==> src/rtl/bus_share_pkg.sv <==
// Shared definitions for the bus_share_arbiter slice: widths, the requester
// index type and the output-register state enum.
package bus_share_pkg;

  localparam int DATA_W = 16;
  localparam int N_REQ  = 4;

  typedef logic [1:0] req_idx_t;

  typedef enum logic {
    IDLE = 1'b0,
    HOLD = 1'b1
  } state_t;

endpackage

==> src/rtl/bus_share_arbiter_rr_pick4.sv <==
// rr_pick4: combinational round-robin pick over four request lines.
// The search starts at last+1 and wraps, so the most recent winner has
// the lowest priority on the next decision.
module rr_pick4
  import bus_share_pkg::*;
(
  input  logic [3:0] req,
  input  logic [1:0] last,
  output logic [1:0] winner,
  output logic       any
);

  // Scan upward from last+1 and keep the first set request bit.
  always_comb begin
    req_idx_t idx;
    logic     found;
    winner = '0;
    any    = |req;
    found  = 1'b0;
    idx    = '0;
    for (int i = 1; i <= N_REQ; i++) begin
      idx = req_idx_t'(last + req_idx_t'(i));
      if (!found && req[idx]) begin
        winner = idx;
        found  = 1'b1;
      end
    end
  end

endmodule

==> src/rtl/bus_share_arbiter.sv <==
// bus_share_arbiter: shares one registered 16-bit output bus between four
// requesters with round-robin arbitration and a valid/ready handshake.
// Optional build macro BUS_SHARE_ARB_PRIO0_EN gives requester 0 absolute
// priority; the round-robin pointer still tracks every grant.
module bus_share_arbiter
  import bus_share_pkg::*;
(
  input  logic              clk,
  input  logic              rst_n,
  input  logic [DATA_W-1:0] a0,
  input  logic [DATA_W-1:0] a1,
  input  logic [DATA_W-1:0] a2,
  input  logic [DATA_W-1:0] a3,
  input  logic [N_REQ-1:0]  req,
  output logic [N_REQ-1:0]  ack,
  output logic [DATA_W-1:0] d,
  output logic              d_valid,
  input  logic              d_ready,
  output logic [1:0]        s
);

  state_t      state;
  req_idx_t    last;
  req_idx_t    rr_winner;
  logic        rr_any;
  req_idx_t    pick;
  logic        free;
  logic        grant;
  logic [DATA_W-1:0] mux_word;

  rr_pick4 u_pick (
    .req    (req),
    .last   (last),
    .winner (rr_winner),
    .any    (rr_any)
  );

  // Final winner selection; the priority build lets a0 pre-empt the pointer.
  always_comb begin
`ifdef BUS_SHARE_ARB_PRIO0_EN
    pick = req[0] ? req_idx_t'(0) : rr_winner;
`else
    pick = rr_winner;
`endif
  end

  // The output register may take a new word when empty or being drained now;
  // reset gating keeps ack quiet while rst_n is low.
  always_comb begin
    free  = (state == IDLE) || d_ready;
    grant = free && rr_any && rst_n;
  end

  // One-hot acknowledge for the requester captured on the coming edge.
  always_comb begin
    ack = '0;
    if (grant) ack[pick] = 1'b1;
  end

  // 4:1 data mux steered by the next winner.
  always_comb begin
    case (pick)
      2'd0:    mux_word = a0;
      2'd1:    mux_word = a1;
      2'd2:    mux_word = a2;
      default: mux_word = a3;
    endcase
  end

  // Output register FSM: load on a free grant, empty on a free idle cycle,
  // otherwise hold so an unconsumed word is never overwritten.
  always_ff @(posedge clk or negedge rst_n) begin
    if (!rst_n) begin
      state   <= IDLE;
      d       <= '0;
      s       <= '0;
      d_valid <= 1'b0;
      last    <= req_idx_t'(3);
    end else if (free) begin
      if (rr_any) begin
        state   <= HOLD;
        d       <= mux_word;
        s       <= pick;
        last    <= pick;
        d_valid <= 1'b1;
      end else begin
        state   <= IDLE;
        d_valid <= 1'b0;
      end
    end
  end

endmodule

==> config.mk <==
export PLATFORM = sky130hd
export DESIGN_NAME = bus_share_arbiter
export DESIGN_NICKNAME = d
export VERILOG_FILES = /design/src/rtl/bus_share_pkg.sv /design/src/rtl/bus_share_arbiter_rr_pick4.sv /design/src/rtl/bus_share_arbiter.sv
export SDC_FILE = /design/constraint.sdc
export NUM_CORES = 1
export LEC_CHECK = 0
export ABC_AREA = 1
export BUFFER_PORTS_ARGS = -buffer_cell sky130_fd_sc_hd__buf_2
export CORE_MARGIN = 4
export CORE_UTILIZATION = 33
export DETAILED_ROUTE_END_ITERATION = 16
export HOLD_SLACK_MARGIN = 0.15
export PLACE_DENSITY_LB_ADDON = 0.05
export SYNTH_ARGS = -nofsm -noshare
export SYNTH_HDL_FRONTEND = slang
export SYNTH_SLANG_ARGS = --single-unit
==> constraint.sdc <==
create_clock -name clk -period 5.9 [get_ports clk]
set_clock_uncertainty 0.1 [all_clocks]
set_input_delay 0.295 -clock clk [delete_from_list [all_inputs] [get_ports clk]]
set_output_delay 0.295 -clock clk [all_outputs]
set_load 0.02 [all_outputs]
==> summary.md <==
| Metric | Value |
|---|---|
| Residual DRC count | 0 |
| Port Buf Inserts | 93 |
| Netlist cell types | 24 |
| Final hold vios | 0 |
| Final Cycle Share | approximately half |
| Mapped Area | 1810 sq um |
| Crit end category | primary output |
| Antenna Violating Nets Remaining | 0 |
| FF+latch count, synth | 21 |
| Design area | approximately 2300 sq um |
| Yosys warning count | 0 |
| VDD IR max | 0.243 mV |
| Iter 0 DRT Violations | 87 |
| Placed cell areas | ~2300 sq um |
| Finished Layout Cells | approximately 460 |
| Clock transition at the registers of the reported paths | 80 ps |
| Share of layout cells above drive strength 1 | 28.2% |
| Clock share of power | under 10% |
| Total power | around 1400 uW |
| Post-cts gate resize count | 0 |
| Die area | slightly below 7000 sq um |
| Tmin final | about 3000 ps |
| Crit path launch type | flip-flop |
| Clk buf depth | 2 |
| Setup TNS Final | 0 ps |
| Final Hold Slack | ~190 ps |
| Crit-path max FO | 37 |
| Psw | 800 uW |
| TritonCTS buffer count | 3 |
| Post-Syn Nets | 380 |
| Placed Cells incl. Taps | 458 |
| Leakage | between 0.001 and 0.0015 uW |
| First-pass DRT Iterations | 5 |
| Leading cell type in the layout, fill and taps excluded | nand2_1 |
| Max Slew Vio Count | 0 |
| RSZ-0062 raised after global routing | false |
| Final GP Congestion | 0.784 |
| Pwr dens | 601 nW/um^2 |
| Gr ovfl total | 0 |
| CTS root buf | clkbuf_8 |
| Main flop type after synthesis | dfrtp_1 |
| Starting Density | around a third |
| Pin count of the biggest net entering global routing | 38 |
| Status | finished, final reports clean |
| Vias post-DR | approximately 2100 |
| Avg Cell Area, Syn | between 5 and 6 sq um |
| Core footprint | ~5200 sq um |
| Most frequent CP cell | nand2_1 |
| Nets@finish | approximately 470 |
| Drt wl/cell | between 10 and 15 um |
| Switching Share | 57.0% |
| Worst setup path category | reg2out |
| Register area share after synthesis | between 20% and 30% |
| First-pass GRT wire length | about 8.2 mm |
| Vias/cell | 4.51 |
| I/O pins | 94 |
| Gate power share | 73.9% |
| Clk sinks | 21 |
| Synth Instances | 309 |
| Vias in the first global route | approximately 1800 |
| Number of antenna violations at the first check in global routing | 0 |
| Routed WL | 5.33 mm |
| Worst Hold Class | in2reg |
| CP max-delay cell | a21oi_4 |
| Sequential power share | roughly a fifth |
| Fillers | 601 |
| Worst path cell trace | inv_2, nand2_1, nand2_1, nand2_1, a21boi_1, nand2_1, a21oi_4, nor3_1, buf_2 |
| Area grow syn2layout | 29.3% |
| Post-synth EDFFs | 0 |
| GRT Util Overall | 15.8% |
| Row cnt | 26 |
| Final number of setup-violating endpoints | 0 |
| TritonCTS clock tree | yes |
| Relative slew slack | between 30 and 40% |
| Maxcap violations | 0 |
| Most frequent cells in the layout | nand2_1, buf_2, nand3_1, inv_1, dfrtp_1 |
| Worst Path Required | between 5000 and 6000 ps |
| Slowest stage delay, CP | between 700 and 800 ps |
| # H-tree levels | 1 |
| Worst skew pair latency | ~260 ps |
| DP HPWL | around 4.0 mm |
| Max Freq | 334 MHz |
| Internal Power | around 600 uW |
| Asr flop ratio synth | 100% |
| Ant. Diodes | 0 |
| Die Height | a little over 80 um |
| Worst Tran Pin Value | about 960 ps |
| Worst EP arrival | about 2600 ps |
| Die Wd | between 80 and 90 um |
final cells by class:
class / instances / area [sq um] / share of cell area [%]
flip-flops and latches: 21 / 528 / 22.6
repair buffers: 94 / 475 / 20.3
inverters: 54 / 203 / 8.67
well taps: 70 / 87.6 / 3.75
multi-input cells: 220 / 998 / 42.7
clock buffers: 4 / 45.0 / 1.93
flip-flops by register name, summed over array words and instances (netlist names):
name and flops:
last 2, state 1, s 2, d 16
metal layers:
layer / GRT usage [%] / wire length, um / up-vias
li1: - / - / 1117
met3: 4.06 / 450 / 4
met4: 3.99 / 37 / 0
met5: 0 / 0 / -
met2: 26.7 / 2560 / 65
met1: 19.9 / 2280 / 900
power by group through the flow:
| stage | combinational, uW | clock (uW) | sequential (uW) |
|---|---|---|---|
| detailed placement | 1050 | 0 | 270 |
| finish | 1040 | 98.3 | 269 |
| CTS | 1050 | 102 | 269 |
| global route | 1190 | 108 | 277 |
| floorplan | 796 | 0 | 335 |
| global placement | 1030 | 0 | 272 |
synthesized netlist by cell type (2+ instances only):
library cell,instances,area [sq um]
a21oi_1,2,10.0
dfstp_2,2,52.6
a21o_1,9,67.6
nand2_2,3,18.8
nor3_1,4,20.0
nor2_1,4,15.0
inv_1,48,180
inv_2,5,18.8
nand2_1,128,480
clkbuf_1,3,11.3
o21ai_0,9,45.0
dfrtp_1,19,475
buf_4,4,30.0
buf_2,6,30.0
nand3_1,54,270
repair_timing:
action,CTS,global route
endpoints found under the hold margin,19,0
buffers inserted,0,0
hold buffers,1,0
final timing paths:
check                                     from                  end  depth (start not counted)  slack (ps)
max                        last[0]$_DFFE_PN1P_               ack[3]                          9        2900
min                                    d_ready    state$_DFFE_PN0N_                          4         190
max reg2reg                last[0]$_DFFE_PN1P_    d[13]$_DFFE_PN0P_                         13        3150
min reg2reg                  d[11]$_DFFE_PN0P_    d[11]$_DFFE_PN0P_                          2         380
max in group asynchronous                rst_n  last[0]$_DFFE_PN1P_                          2        4890
min in group asynchronous                rst_n     d[1]$_DFFE_PN0P_                          2         440
worst max-delay path: cells and delay by family (launching register included):
family / cells / cell delay (ps)
simple gates: 5 / 480
buf+inv: 2 / 340
flops: 1 / 650
compound gates: 2 / 860
metrics by stage:
step | utilization (%) | setup slack [ps]
finish | 44.9 | 2900
CTS | 44.9 | 2900
global route | 44.9 | 2610
global placement | 43.8 | 3220
floorplan | - | 3490
detailed placement | 43.8 | 3170
cell families (layout without fill, tap and decap cells):
logic type	count (synthesis)	after routing	share of synthesized area (%)
AND/OR/NAND/NOR	197	197	46.4
flip-flops	21	21	29.2
buffers and inverters	68	152	15.8
AO/OA/AOI/OAI	23	23	8.58
(Power assumes the default switching activity.)
